## src/rtl/rnd_rx_pkg.sv

```systemverilog
// Shared types and defaults for the remote TRNG byte receiver.
// Holds the link FSM encoding, counter limits and parameter defaults.
package rnd_rx_pkg;

    typedef enum logic [1:0] {
        LINK_DOWN = 2'd0,
        RUN       = 2'd1,
        HALT      = 2'd2
    } state_e;

    localparam logic [15:0] OVF_MAX         = 16'hFFFF;
    localparam int          FIFO_DEPTH_DEF  = 16;
    localparam int          REP_LIMIT_DEF   = 8;
    localparam int          SYNC_STAGES_DEF = 2;

    function automatic logic [15:0] sat_inc16(input logic [15:0] val);
        return (val == OVF_MAX) ? val : val + 16'd1;
    endfunction

endpackage

```

## src/rtl/rnd_rx_fifo.sv

```systemverilog
// Synchronous first-word-fall-through byte FIFO with flush.
// A push while full is accepted only when a pop happens in the same cycle.
module rnd_rx_fifo #(
    parameter int DEPTH = 16,
    parameter int AW    = $clog2(DEPTH)
) (
    input  logic          clk,
    input  logic          rstn,
    input  logic          i_push,
    input  logic          i_pop,
    input  logic          i_flush,
    input  logic [7:0]    i_data,
    output logic [7:0]    o_data,
    output logic          o_full,
    output logic          o_empty,
    output logic [AW:0]   o_count
);

    logic [7:0]    r_mem [DEPTH];
    logic [AW-1:0] r_wr_ptr;
    logic [AW-1:0] r_rd_ptr;
    logic [AW:0]   r_count;
    logic          w_push;
    logic          w_pop;

    assign o_full  = (r_count == (AW+1)'(DEPTH));
    assign o_empty = (r_count == '0);
    assign w_pop   = i_pop & ~o_empty;
    assign w_push  = i_push & (~o_full | w_pop);

    // NOTE: sequential state uses <= so every flop samples pre-edge values; = here would create ordering races.
    always_ff @(posedge clk) begin
        if (!rstn || i_flush) begin
            r_wr_ptr <= '0;
            r_rd_ptr <= '0;
            r_count  <= '0;
        end else begin
            if (w_push) r_wr_ptr <= r_wr_ptr + 1'b1;
            if (w_pop)  r_rd_ptr <= r_rd_ptr + 1'b1;
            case ({w_push, w_pop})
                2'b10:   r_count <= r_count + 1'b1;
                2'b01:   r_count <= r_count - 1'b1;
                default: r_count <= r_count;
            endcase
        end
    end

    // NOTE: storage has no reset; the count and pointers alone decide which entries are meaningful.
    always_ff @(posedge clk) begin
        if (w_push && !i_flush) r_mem[r_wr_ptr] <= i_data;
    end

    assign o_data  = r_mem[r_rd_ptr];
    assign o_count = r_count;

endmodule

```

## src/rtl/rnd_rx.sv

```systemverilog
// Receiver for an asynchronous parallel TRNG byte stream: synchronizers,
// strobe edge capture, link FSM, repetition health test and overflow counting.
module rnd_rx
    import rnd_rx_pkg::*;
#(
    parameter int FIFO_DEPTH  = FIFO_DEPTH_DEF,
    parameter int REP_LIMIT   = REP_LIMIT_DEF,
    parameter int SYNC_STAGES = SYNC_STAGES_DEF
) (
    input  logic        clk,
    input  logic        rstn,
    input  logic        rx_strb,
    input  logic [7:0]  rx_data,
    input  logic        rx_link_rstn,
    input  logic        clr,
    output logic [7:0]  m_data,
    output logic        m_valid,
    input  logic        m_ready,
    output logic [15:0] ovf_cnt,
    output logic        rep_err,
    output logic        link_up
);

    localparam int AW = $clog2(FIFO_DEPTH);
    localparam int RW = $clog2(REP_LIMIT + 1);

    logic [SYNC_STAGES-1:0] r_strb_sync;
    logic [SYNC_STAGES-1:0] r_link_sync;
    logic [7:0]             r_data_sync [SYNC_STAGES];
    logic                   r_strb_d;
    logic                   r_cap_vld;
    logic [7:0]             r_cap_data;
    logic [RW-1:0]          r_rep_cnt;
    logic [7:0]             r_last;
    logic                   r_have_last;
    logic [15:0]            r_ovf;
    logic                   r_rep_err;
    state_e                 r_state;
    state_e                 w_state_nxt;

    logic                   w_strb_s;
    logic                   w_link_s;
    logic                   w_run;
    logic                   w_flush;
    logic                   w_cap;
    logic [RW-1:0]          w_rep_next;
    logic                   w_rep_hit;
    logic                   w_pop;
    logic                   w_push;
    logic                   w_drop;
    logic [7:0]             w_head;
    logic                   w_full;
    logic                   w_empty;
    logic [AW:0]            w_count;

    assign w_strb_s = r_strb_sync[SYNC_STAGES-1];
    assign w_link_s = r_link_sync[SYNC_STAGES-1];

    always_ff @(posedge clk) begin
        if (!rstn) begin
            r_strb_sync <= '0;
            r_link_sync <= '0;
            for (int i = 0; i < SYNC_STAGES; i++) r_data_sync[i] <= '0;
            r_strb_d    <= 1'b0;
            r_cap_vld   <= 1'b0;
            r_cap_data  <= '0;
        end else begin
            r_strb_sync <= {r_strb_sync[SYNC_STAGES-2:0], rx_strb};
            r_link_sync <= {r_link_sync[SYNC_STAGES-2:0], rx_link_rstn};
            r_data_sync[0] <= rx_data;
            for (int i = 1; i < SYNC_STAGES; i++) r_data_sync[i] <= r_data_sync[i-1];
            r_strb_d    <= w_strb_s;
            // Edge is registered once more so the health test sees a clean capture stage.
            r_cap_vld   <= w_strb_s & ~r_strb_d & w_run;
            r_cap_data  <= r_data_sync[SYNC_STAGES-1];
        end
    end

    // Capture stage: clr and non-RUN states discard the byte.
    assign w_cap      = r_cap_vld & w_run & ~clr;
    assign w_rep_next = (r_have_last && r_cap_data == r_last) ? r_rep_cnt + 1'b1 : RW'(1);
    assign w_rep_hit  = w_cap & (w_rep_next == RW'(REP_LIMIT));
    assign w_pop      = m_valid & m_ready;
    assign w_push     = w_cap & ~w_rep_hit & (~w_full | w_pop);
    assign w_drop     = w_cap & ~w_rep_hit & w_full & ~w_pop;

    always_ff @(posedge clk) begin
        if (!rstn) begin
            r_state <= LINK_DOWN;
        end else begin
            r_state <= w_state_nxt;
        end
    end

    // NOTE: every combinational output gets a default first so no path infers a latch.
    always_comb begin
        w_state_nxt = r_state;
        case (r_state)
            LINK_DOWN: if (w_link_s) w_state_nxt = RUN;
            RUN: begin
                if (w_rep_hit)      w_state_nxt = HALT;
                else if (!w_link_s) w_state_nxt = LINK_DOWN;
            end
            HALT:      if (clr) w_state_nxt = LINK_DOWN;
            default:   w_state_nxt = LINK_DOWN;
        endcase
    end

    always_comb begin
        w_run   = (r_state == RUN);
        w_flush = (w_state_nxt != r_state) && (w_state_nxt != RUN);
        link_up = w_run;
    end

    always_ff @(posedge clk) begin
        if (!rstn) begin
            r_rep_cnt   <= '0;
            r_last      <= '0;
            r_have_last <= 1'b0;
            r_ovf       <= '0;
            r_rep_err   <= 1'b0;
        end else begin
            if (clr || w_flush) begin
                r_rep_cnt   <= '0;
                r_have_last <= 1'b0;
            end else if (w_cap) begin
                r_rep_cnt   <= w_rep_next;
                r_last      <= r_cap_data;
                r_have_last <= 1'b1;
            end
            if (clr)         r_ovf <= '0;
            else if (w_drop) r_ovf <= sat_inc16(r_ovf);
            if (clr)            r_rep_err <= 1'b0;
            else if (w_rep_hit) r_rep_err <= 1'b1;
        end
    end

    rnd_rx_fifo #(
        .DEPTH (FIFO_DEPTH)
    ) u_fifo (
        .clk     (clk),
        .rstn    (rstn),
        .i_push  (w_push),
        .i_pop   (w_pop),
        .i_flush (w_flush),
        .i_data  (r_cap_data),
        .o_data  (w_head),
        .o_full  (w_full),
        .o_empty (w_empty),
        .o_count (w_count)
    );

    assign m_valid = (w_count != '0);
    assign m_data  = w_empty ? 8'h00 : w_head;
    assign ovf_cnt = r_ovf;
    assign rep_err = r_rep_err;

endmodule

```

## config.mk

```make
export PLATFORM = sky130hd
export DESIGN_NAME = rnd_rx
export DESIGN_NICKNAME = d
export VERILOG_FILES = /design/src/rtl/rnd_rx_pkg.sv /design/src/rtl/rnd_rx_fifo.sv /design/src/rtl/rnd_rx.sv
export SDC_FILE = /design/constraint.sdc
export NUM_CORES = 1
export LEC_CHECK = 0
export CORE_UTILIZATION = 30
export DETAILED_ROUTE_END_ITERATION = 16
export GPL_TIMING_DRIVEN = 0
export PLACE_DENSITY = 0.55
export SLEW_MARGIN = 30
export SYNTH_ARGS = -nofsm -noshare
export SYNTH_HDL_FRONTEND = slang
export SYNTH_SLANG_ARGS = --single-unit
export TNS_END_PERCENT = 100
```

## constraint.sdc

```tcl
create_clock -name clk -period 6.1 [get_ports clk]
set_input_delay 0.61 -clock clk [delete_from_list [all_inputs] [get_ports clk]]
set_output_delay 0.61 -clock clk [all_outputs]
set_load 0.02 [all_outputs]
```

# --- Yosys cells after proc, flatten, opt, wreduce, memory -nomap -nowiden ---
# Memory sizes are Yosys's and may differ from the RTL's. A register that Yosys moved wholly into a read port is not among the register bits.
# Index checks and enable logic that the tools add are counted.
totals:
  regBits: 51
  latch_bits: 0
  ramBits: 144
  rom_bits: 0
  inputBits: 14
  out_inout_bits: 27
  wordCells: 88
  memories: 2
memory_table:
  columns: ["name", "depth", "word_bits", "read_ports", "rd_clocked_by_memory_dff", "write_ports", "line_no", "text"]
  rows:
  - ["u_fifo.r_mem", 16, 8, 1, 1, 1, "rnd_rx_fifo.sv:19", "logic [7:0] r_mem [DEPTH];"]
  - ["r_data_sync", 2, 8, 2, 1, 2, "rnd_rx.sv:29", "logic [7:0] r_data_sync [SYNC_STAGES];"]
op_classes:
  n_addsub: 6
  mul: 0
  n_div: 0
  n_lt_le_gt_ge: 0
  n_eq_ne: 10
  shifts: 0
  n_mux: 16
  bitwise_logic: 25
  n_reduce_logical: 16
op_table:
  columns: ["cell", "n"]
  rows:
  - ["$mux 8", 3]
  - ["$add 16x1->16 const B", 1]
  - ["$eq 16x16->1 const B", 1]
  - ["$add 4x1->4 const B", 3]
  - ["$and 1x1->1", 12]
  - ["$mux 4", 3]
  - ["$pmux 5 s2", 1]
  - ["$not 1->1", 9]
  - ["$eq 8x8->1", 1]
  - ["$mux 2", 4]
  - ["$pmux 2 s3", 1]
  - ["$add 5x1->5 const B", 1]
  - ["$eq 5x5->1 const B", 1]
  - ["$logic_not 5->1", 1]
  - ["$reduce_bool 5->1", 1]
  - ["$sub 5x1->5 const B", 1]
  - ["$eq 2x1->1 const B", 2]
  - ["$eq 2x2->1 const B", 2]
  - ["$eq 4x4->1 const B", 1]
  - ["$mux 1", 4]
  - ["$or 1x1->1", 4]
  - ["$reduce_and 2->1", 2]
  - ["$reduce_or 2->1", 2]
  - ["$logic_and 1x1->1", 3]
  - ["6 further kinds", 9]

# --- Longest topological paths before layout ---
# Gate-level depths: netlist of the first run.
logic_depth:
  depth_word: 13
  ltp_mapped: 13
  depth_no_buf: 13

# --- Cells and area by module ---
# From an unflattened synthesis of the first run, not the netlist that was laid out.
unflattened:
  hier_cells: 608
  area_unflattened_um2: 8398.1
modules_own_cells:
  columns: ["mod", "instances", "cells_per_inst", "area_per_inst_um2", "seq_area_each_um2"]
  rows:
  - ["rnd_rx_fifo", 1, 332, 5854.4, 4184.0]
  - ["rnd_rx", 1, 276, 2543.7, 1241.2]

# --- Worst setup path before layout of the first run ---
# Ideal clock, no wire load.
synth_path:
  path_type: "register -> register"
  start: "register r_cap_data[3] (read register of r_data_sync)"
  end: "register u_fifo.r_count[4] (netlist: u_fifo.o_count[4])"
  setup_ns: 0.070
  arrival_time_ns: 2.928
  required_time_ns: 6.030
  path_slack_ns: 3.102
  path_stages_with_launch: 12
  n_path_buf: 0
  period_less_slack_ns: 2.998
  path_cell_list: "dfxtp_1 > xnor2_1 > nand4_1 > nand4bb_1 > nand3_1 > ha_1 > ha_1 > nor2b_1 > o21a_1 > o21a_1 > or4_1 > a21oi_1"
synth_between:
  elab_chain_len: 11
  word_cells_on_any_way: 19
  classes_between: "6 x eq/ne; 4 x mux; 5 x bitwise; 4 x reduce/logical"
synth_rtl:
  columns: ["item", "line_no", "text"]
  rows:
  - ["start: declaration", "rnd_rx.sv:32", "logic [7:0] r_cap_data;"]
  - ["$eq 8x8->1 *", "rnd_rx.sv:81", "assign w_rep_next = (r_have_last && r_cap_data == r_last) ? r_rep_cnt + 1'b1 : RW'(1);"]
  - ["$logic_and 1x1->1 *", "rnd_rx.sv:81", null]
  - ["$mux 4 *", "rnd_rx.sv:81", null]
  - ["$eq 4x4->1 *", "rnd_rx.sv:82", "assign w_rep_hit = w_cap & (w_rep_next == RW'(REP_LIMIT));"]
  - ["$and 1x1->1 *", "rnd_rx.sv:82", null]
  - ["$not 1->1", "rnd_rx.sv:84", "assign w_push = w_cap & ~w_rep_hit & (~w_full | w_pop);"]
  - ["$and 1x1->1 (2 in a row)", "rnd_rx.sv:84", null]
  - ["$and 1x1->1", "rnd_rx_fifo.sv:29", "assign w_push = i_push & (~o_full | w_pop);"]
  - ["$eq 2x1->1 / $eq 2x2->1 (equally long branches)", "rnd_rx_fifo.sv:40", "case ({w_push, w_pop})"]
  - ["$pmux 5 s2 / $reduce_bool 2->1 (equally long branches)", null, null]
  - ["end signal: assignment", "rnd_rx_fifo.sv:41", "2'b10: r_count <= r_count + 1'b1;"]
  - ["end signal: assignment", "rnd_rx_fifo.sv:42", "2'b01: r_count <= r_count - 1'b1;"]
  - ["end signal: assignment", "rnd_rx_fifo.sv:43", "default: r_count <= r_count;"]
  - ["end: declaration", "rnd_rx_fifo.sv:22", "logic [AW:0] r_count;"]
# Mark *: on every way between the ends. The rest lies on a longest branch, timed or not.
# A chain may end at the register's enable or synchronous reset.

==> flow_summary.toml, run 1 <==
[setup_path]
timing_worst_setup_path_type = "reg -> out"
critical_path.startpoint_type = "flip-flop"
critical_path.max_stage_delay_ps = 600
worstPathMaxFanout = 10
critPathArrivalTime_ps = 3300
critPathMostFrequentCell = "mux4_2"
cp.required_ps = 5490
r2r.worst_path.cells = 11
cpMaxStageDelayCell = "mux4_2"
timing.reg2reg.setup_slack_ps = 2390
worstSetupEndpointType = "output pin"
crit_path_cell_trace = "clkbuf_1, buf_2, mux4_2, mux4_2, and2_1, clkdlybuf4s50_1"

[power_and_ir_drop]
share_comb_of_total_power = 0.011
switching_share = 0.1945
power_frac_seq = 0.521
cell_internal_pwr_mw = 2.308
switchingPower_uw = 557.3
clockPowerShare = 0.468
power.density_cell_area_nw_per_um2 = 287.0
max-vdd-ir-drop_mv = 0.1636
static-leakage-power_nw = 2.874

[timing]
tightestPinTransition_ps = 881.2
final_max_slew_viol_count = 0
final.setup_skew_ps = 21.53
report.final.hold_viol_count = 0
rsz0062_at_grt = "false"
share_of_the_cycle_needed_by_the_critical_path_after_routing = 0.6413
maxClockFrequency_ghz = 0.2556
max_slew_margin = 0.4104
setup_tns_ps = 0
finish_stage_setup_viols = 0
finalCriticalPeriod_ps = 3912

[route]
routedWlPerCell_um = 16.89
drt_first_pass_iters = 5
drtIter0Drc = 342
detail_route.drc_violations = 0
detail_route.vias_per_cell = 4.737
detail_route.wirelength_um = 17210
route.antenna.remaining_nets = 0
via_count = 4827

[clock_tree]
clkSlewWorstSetupHoldPaths_ps = 50
cts_root_buf = "clkbuf_16"
cts_tree = "built"
clock_buffer_depth = 3
cts_setup_buffers = 0
cts-hold-fix-buffers = 0
h_tree_level_count = 1
clock_sinks = 207
cts_buffers = 23
worstSkewPairLatency_ps = 520
post_cts.resized_instances = 0

[final_layout]
area.growth.synth_to_final_pct = 19.34
nNetsFinal = 658
n_antenna_cell = 0
final_util = 0.3673
drive_above_1_share = 0.1530
layout.cells.non_filler = 1019

[grt]
grt_max_degree = 19
antenna_violations_before_repair = 0
grt_pass1_vias = 4969
grt.overflow.total = 0
total_global_routing_track_utilization = 0.1245
grt_first_pass_wirelength_um = 27490

[yosys]
synth.most_common_cell = "edfxtp_1"
synth.avg_cell_area_um2 = 14.75
ys.flop_type = "edfxtp_1"
net_count_synth = 593
distinct_cell_type_count_of_the_synthesized_netlist = 51
mappedNetlistArea_um2 = 8364
synth_top_cell_by_area = "edfxtp_1"
synth-seq-area-share = 0.6486
synth_enable_flop_cells = 128
synth_async_sr_flop_share = 0
yosys_register_bits = 207
yosysWarnings = 0
ys_top_cells_by_count = "edfxtp_1 (128), dfxtp_1 (79), mux4_2 (40)"
yosys-top-cells-area = "edfxtp_1 (46%), dfxtp_1 (19%), mux4_2 (11%), and2_1 (2.8%), a21oi_1 (1.9%)"
synth_largest_type_area_fraction = 0.4595
postSynthCellCount = 567

[placed_design]
place_congestion = 0.8094
hpwl_um = 11570
io_buffer_count = 40
placed_instances = 979

[floorplan]
design.core.area_um2 = 27180
ios = 41
die_area_um2 = 28550
die_x_um = 169.0
fp-row-count = 60
initial_core_util = 0.3078
fp.dieH_um = 169.0

[worst_hold_path]
hold_path.class = "reg -> reg"
hold-path-cell-count = 1

[run]
max_cap_violations = 0

[outcome]
outcome = "completed"
==> worst max-delay path: cells and delay by family (launching register included) <==
| kind | cells | cell delay [ps] |
|---|---|---|
| buffers and inverters | 3 | 1200 |
| multiplexers | 2 | 1100 |
| flip-flops | 1 | 310 |
| AND/OR/NAND/NOR | 1 | 170 |
==> cell type report <==
cell class | count | area (um^2)
Fill cell | 2629 | 17190
Sequential cell | 207 | 5425
Multi-Input combinational cell | 319 | 2751
Clock buffer | 36 | 716.9
Tap cell | 372 | 465.4
Timing Repair Buffer | 40 | 400.4
Buffer | 27 | 135.1
Inverter | 14 | 52.55
Clock inverter | 4 | 35.03
==> flip-flops by register name, indices dropped and copies added (netlist names), named ones only <==
signal and count:
r_cap_data 8, r_rep_cnt 4, rep_err 1, u_fifo.r_wr_ptr 4
r_have_last 1, r_strb_d 1, r_strb_sync 2, r_link_sync 2
u_fifo.r_mem 128, r_data_sync 16, ovf_cnt 16, u_fifo.o_count 5
u_fifo.r_rd_ptr 4, r_last 8, r_cap_vld 1, r_state 2
==> layer usage <==
layer  GRT usage  routed length [um]  vias up
met2      0.2120                8513       99
li1            -                   -     2292
met4     0.03839                 279        0
met1      0.1617                7601     2411
met3     0.02128                 815       25
met5           0                   0        -
==> placed cells by master, fill, tap and decap left out, types with 16 or more instances in the layout <==
cell	synthesis	layout
nand2_1	29	29
a21oi_1	32	32
mux4_2	40	40
clkdlybuf4s50_1	0	40
edfxtp_1	128	128
or4_1	17	17
o31ai_1	16	16
dfxtp_1	79	79
clkbuf_1	13	17
nor2_1	32	32
clkbuf_16	0	24
and2_1	38	38
==> through the flow <==
| step | power [mW] | setup slack, ps | cell area, um^2 | hold slack (ps) |
|---|---|---|---|---|
| floorplan | 1.536 | 3102 | 8364 | 367.0 |
| global placement | 1.553 | 2575 | 9230 | 380.1 |
| detailed placement | 1.555 | 2430 | 9230 | 384.2 |
| CTS | 2.907 | 2118 | 9982 | 391.6 |
| global route | 2.970 | 2032 | 9982 | 397.6 |
| finish | 2.865 | 2188 | 9982 | 386.9 |
==> power by group through the flow <==
| stage | sequential (mW) | combinational, mW | clock [mW] |
|---|---|---|---|
| floorplan | 1.52 | 0.0170 | 0 |
| global placement | 1.52 | 0.0305 | 0 |
| detailed placement | 1.52 | 0.0313 | 0 |
| CTS | 1.49 | 0.0315 | 1.38 |
| global route | 1.49 | 0.0349 | 1.44 |
| finish | 1.49 | 0.0311 | 1.34 |
==> final timing paths <==
check,from,end
max,flip-flop,m_data[6]
max reg2reg,r_cap_data[4],u_fifo.o_count[4]
min,r_strb_d,r_cap_vld
min reg2reg,r_strb_d,r_cap_vld
==> cell families after synthesis <==
kind of cell,after synthesis,synth area share
fa+ha+maj,12,0.01885
xor+xnor,13,0.01361
flops,207,0.6486
buf+inv,41,0.02244
simple gates,178,0.1272
compound gates,66,0.04966
mux,50,0.1197
Note: power is estimated with default switching activity, not from simulation.
==> inputs of run 2 (changes only) <==
clock period = 4 ns   (was 6.1 ns; I/O delays follow)
==> run 2 against run 1 <==
Compared with the run above: cell area about the same; global-route usage unchanged; die area unchanged; combinational power increased by 52%; first-iteration DRC count unchanged; flip-flop and latch count unchanged; setup slack got worse by 1900 ps; cell count unchanged; critical endpoint is now u_fifo.o_count[4]; clock power increased by 52%; worst hold slack about the same; total power increased by 52%; via count decreased by 0.15%.
==> flow_summary.toml, run 2 (synthesized netlist as in run 1, its figures left out) <==
[setup_path]
critical_path.max_stage_delay_ps = 840
crit_path_cell_trace = "xnor2_1, nand3_1, nand4bb_1, nand3_1, ha_1, ha_1, nor2b_1, o21a_1, o21a_1, or4_1, a21oi_1"
worstSetupEndpointType = "flip-flop"
critPathArrivalTime_ps = 4150
timing.reg2reg.setup_slack_ps = 290
r2r_end = "u_fifo.o_count[4]"
r2r.worst_path.cells = 11
cpMaxStageDelayCell = "dfxtp_1"
kind_of_cell_adding_the_most_delay_to_the_critical_path = "simple AND/OR/NAND/NOR gates"
r2r-start = "r_cap_data[4]"
critical_path.startpoint_type = "flip-flop"
worstSetupPathDepth = 11
worstPathMaxFanout = 18
worstSetupEndpoint = "u_fifo.o_count[4]"
cp.required_ps = 4440
timing_worst_setup_path_type = "reg -> reg"
path_buf_inv = 0
worst_setup_path_startpoint = "r_cap_data[4]"

[floorplan]
initial_core_util = 0.3078
die_area_um2 = 28550
die_x_um = 169.0
fp.dieH_um = 169.0
fp-row-count = 60
design.core.area_um2 = 27180
ios = 41

[run]
max_cap_violations = 0

[route]
drt_first_pass_iters = 4
detail_route.wirelength_um = 17220
route.antenna.remaining_nets = 0
routedWlPerCell_um = 16.90
detail_route.vias_per_cell = 4.730
detail_route.drc_violations = 0
drtIter0Drc = 342
via_count = 4820

[timing]
final_max_slew_viol_count = 0
maxClockFrequency_ghz = 0.2696
report.final.hold_viol_count = 0
final.setup_skew_ps = 21.16
max_slew_margin = 0.4115
finalCriticalPeriod_ps = 3709
rsz0062_at_grt = "false"
finish_stage_setup_viols = 0
share_of_the_cycle_needed_by_the_critical_path_after_routing = 0.9273
tightestPinTransition_ps = 879.6
setup_tns_ps = 0

[power_and_ir_drop]
power_frac_seq = 0.521
switchingPower_uw = 849.5
static-leakage-power_nw = 2.874
switching_share = 0.1944
clockPowerShare = 0.468
power.density_cell_area_nw_per_um2 = 437.6
share_comb_of_total_power = 0.011
cell_internal_pwr_mw = 3.519
finalPower_mw = 4.369
max-vdd-ir-drop_mv = 0.2491

[clock_tree]
clock_buffer_depth = 3
cts_setup_buffers = 0
worstSkewPairLatency_ps = 520
cts_tree = "built"
post_cts.resized_instances = 0
clock_sinks = 207
h_tree_level_count = 1
cts_buffers = 23
cts-hold-fix-buffers = 0
cts_root_buf = "clkbuf_16"
clkSlewWorstSetupHoldPaths_ps = 60

[worst_hold_path]
hold_path.class = "reg -> reg"

[placed_design]
place_congestion = 0.8094
hpwl_um = 11570
io_buffer_count = 40

[grt]
antenna_violations_before_repair = 0
total_global_routing_track_utilization = 0.1245
grt_first_pass_wirelength_um = 27490
grt_max_degree = 19
grt_pass1_vias = 4969
grt.overflow.total = 0

[final_layout]
final_common_cell = "edfxtp_1"
largest-register = "u_fifo.r_mem"
area.growth.synth_to_final_pct = 19.36
largest_register_ffs = 128
drive_above_1_share = 0.1546
n_antenna_cell = 0
layout.cells.most_common_list = "edfxtp_1 (128), dfxtp_1 (78), mux4_2 (40), clkdlybuf4s50_1 (40), and2_1 (38)"
nNetsFinal = 658

[outcome]
outcome = "completed"
[run 2: changes by cell type in the layout (fill, tap and decap cells not counted)]
cell     previous run  this run
dfxtp_1            79        78
dfxtp_2             0         1
[run 2: worst min-delay path by stage]
| stage | startpoint | endpoint | slack [ps] | depth (start not counted) |
|---|---|---|---|---|
| finish | r_strb_d | r_cap_vld | 390 | 1 |
| global route | r_strb_d | r_cap_vld | 400 | 1 |
| CTS | r_strb_d | r_cap_vld | 390 | 1 |
| detailed placement | r_strb_d | r_cap_vld | 380 | 1 |
| global placement | r_strb_d | r_cap_vld | 380 | 1 |
| floorplan | r_strb_d | r_cap_vld | 370 | 1 |
[run 2: final cells by class]
cell class / count / area [um^2]
fill: 2628 / 17190
sequential: 207 / 5426
multi-input combinational: 319 / 2751
clock buffer: 36 / 716.9
tap: 372 / 465.4
timing repair buffer: 40 / 400.4
buffer: 27 / 135.1
inverter: 14 / 52.55
clock inverter: 4 / 35.03
[run 2: power by group through the flow]
| stage | Combinational [mW] | Sequential (mW) | Clock [mW] |
|---|---|---|---|
| after detailed placement | 0.0477 | 2.32 | 0 |
| after global placement | 0.0464 | 2.32 | 0 |
| final | 0.0474 | 2.28 | 2.04 |
| after CTS | 0.0480 | 2.28 | 2.11 |
| after global routing | 0.0532 | 2.28 | 2.20 |
| after floorplan | 0.0260 | 2.32 | 0 |
[run 2: per-layer routing]
layer  share of wire  GRT usage  vias to the layer above
met5               0          0                        -
met4           0.016    0.03839                        0
met3           0.053    0.02128                       21
met2            0.49     0.2120                      101
met1            0.44     0.1617                     2405
li1                -          -                     2293
[run 2: metrics by stage]
stage	worst slack [ps]	area (um^2)	util	cells	hold WS, ps
after floorplan	1002	8364	-	567	367.0
after global placement	474.6	9230	0.3396	979	380.1
after detailed placement	329.6	9230	0.3396	979	384.2
after CTS	227.8	9982	0.3673	1019	391.6
after global routing	16.00	9983	0.3674	1019	397.6
final	291.0	9983	0.3674	1019	386.9
==> inputs of run 3 (changes only) <==
DONT_BUFFER_PORTS = 1   (was unset)
PLACE_DENSITY = 0.54   (was 0.55)
==> run 3 against run 2 <==
Compared with the run above: register-to-register slack improved by 40 ps; critical path depth did not move; cell area fell by 4.5%; fmax rose by 1.1%; utilization fell by 1.7 points; total power fell by 2.7%; routed wire length rose by 0.53%; sequential power barely moved; setup slack improved by 42 ps; flip-flop and latch count did not move.
==> flow_summary.toml, run 3 (synthesized netlist as in run 1, its figures left out) <==
[outcome]
outcome = "completed"

[placed_design]
preCtsSetupSlack_ps = 258.3
place_congestion = 0.7635
hpwl_um = 11820
io_buffer_count = 0
post_dp_cell_area_um2 = 8830

[timing]
final_max_slew_viol_count = 0
maxClockFrequency_ghz = 0.2727
setup_tns_ps = 0
finish_stage_setup_viols = 0
layout_setup_ws_ps = 333.0
max_slew_margin = 0.3965
tightestPinTransition_ps = 902.0
finalCriticalPeriod_ps = 3667
share_of_the_cycle_needed_by_the_critical_path_after_routing = 0.9167
rsz0062_at_grt = "false"
report.final.hold_viol_count = 0
final.setup_skew_ps = 11.88

[grt]
total_global_routing_track_utilization = 0.1260
grt_max_degree = 19
grt_first_pass_wirelength_um = 27900
grt.overflow.total = 0
grt_pass1_vias = 5022
antenna_violations_before_repair = 0

[floorplan]
ios = 41
die_area_um2 = 28550
initial_core_util = 0.3078
fp.dieH_um = 169.0
fp-row-count = 60
die_x_um = 169.0
design.core.area_um2 = 27180

[power_and_ir_drop]
clockPowerShare = 0.456
share_comb_of_total_power = 0.008
max-vdd-ir-drop_mv = 0.3137
power_frac_seq = 0.536
static-leakage-power_nw = 2.690
cell_internal_pwr_mw = 3.394
power.density_cell_area_nw_per_um2 = 445.9
switchingPower_uw = 856.0
switching_share = 0.2014

[final_layout]
area.growth.synth_to_final_pct = 13.96
largest_register_ffs = 128
final_design_area_no_fill_um2 = 9532
n_antenna_cell = 0
final_common_cell = "edfxtp_1"
drive_above_1_share = 0.1595
largest-register = "u_fifo.r_mem"
final.fill_count = 2617
layout.cells.most_common_list = "edfxtp_1 (128), dfxtp_1 (79), mux4_2 (40)"
nNetsFinal = 618
combined_area_of_the_multi_input_logic_cells_um2 = 2751
area.sequential_um2 = 5425

[setup_path]
timing_worst_setup_path_type = "reg -> reg"
cpMaxStageDelayCell = "dfxtp_1"
worstSetupEndpointType = "flip-flop"
crit_path_cell_trace = "xnor2_1, nand4_1, nand4bb_1, nand3_1, ha_1, ha_1, nor2b_1, o21a_1, o21a_1, or4_1, a21oi_1"
cp.required_ps = 4430
worstPathMaxFanout = 18
critical_path.max_stage_delay_ps = 820
critPathArrivalTime_ps = 4100
critical_path.startpoint_type = "flip-flop"

[route]
detail_route.vias_per_cell = 4.863
detail_route.wirelength_um = 17310
via_count = 4766
drt_first_pass_iters = 4
routedWlPerCell_um = 17.67
detail_route.drc_violations = 0
drtIter0Drc = 357
route.antenna.remaining_nets = 0

[worst_hold_path]
hold_path.class = "in -> reg"

[clock_tree]
clock_buffer_depth = 3
clkSlewWorstSetupHoldPaths_ps = 60
cts_root_buf = "clkbuf_16"
worstSkewPairLatency_ps = 500
cts_buffers = 23
cts_tree = "built"
clock_sinks = 207
h_tree_level_count = 1
cts_setup_buffers = 0
post_cts.resized_instances = 0
cts-hold-fix-buffers = 0

[run]
max_cap_violations = 0
## run 3: stage by stage
step | hold WS [ps] | cells | power (mW) | util
finish | 25.02 | 980 | 4.250 | 0.3507
CTS | 6.205 | 980 | 4.299 | 0.3507
detailed placement | 376.8 | 939 | 2.358 | 0.3249
global placement | 375.6 | 939 | 2.355 | 0.3249
floorplan | 367.0 | 567 | 2.342 | -
global route | 10.57 | 980 | 4.382 | 0.3507
## run 3: final cells by class
type                       count  area share
multi-input combinational    319      0.2887
tap                          372     0.04883
clock buffer                  31     0.06668
buffer                        27     0.01418
inverter                      14    0.005513
clock inverter                10    0.006957
sequential                   207      0.5692
## run 3: final timing paths
kind	startpoint	endpoint	slack, ps	depth (start not counted)
setup / recovery	r_cap_data[5]	u_fifo.o_count[4]	330	11
hold / removal	rx_strb	r_strb_sync[0]	30	1
setup reg to reg	r_cap_data[5]	u_fifo.o_count[4]	330	11
hold reg to reg	r_strb_d	r_cap_vld	390	1
## run 3: critical path, delay by kind of cell (launching register included)
| family | cells | cell delay, ps |
|---|---|---|
| XOR/XNOR | 1 | 190 |
| adder cells (fa/ha/maj) | 2 | 580 |
| AO/OA/AOI/OAI | 3 | 510 |
| flip-flops | 1 | 820 |
| AND/OR/NAND/NOR | 5 | 1500 |
## run 3: power by group through the flow
stage	clock [mW]	sequential, mW	combinational (mW)
finish	1.94	2.28	0.0333
global route	2.07	2.28	0.0380
CTS	1.99	2.28	0.0338
detailed placement	0	2.32	0.0338
global placement	0	2.32	0.0330
floorplan	0	2.32	0.0260
## run 3: routing by layer
layer,GRT usage,vias to the layer above,part of all wire
li1,-,2218,-
met3,0.02128,24,0.042
met5,0,-,0
met2,0.2188,108,0.49
met1,0.1616,2416,0.44
met4,0.03525,0,0.024
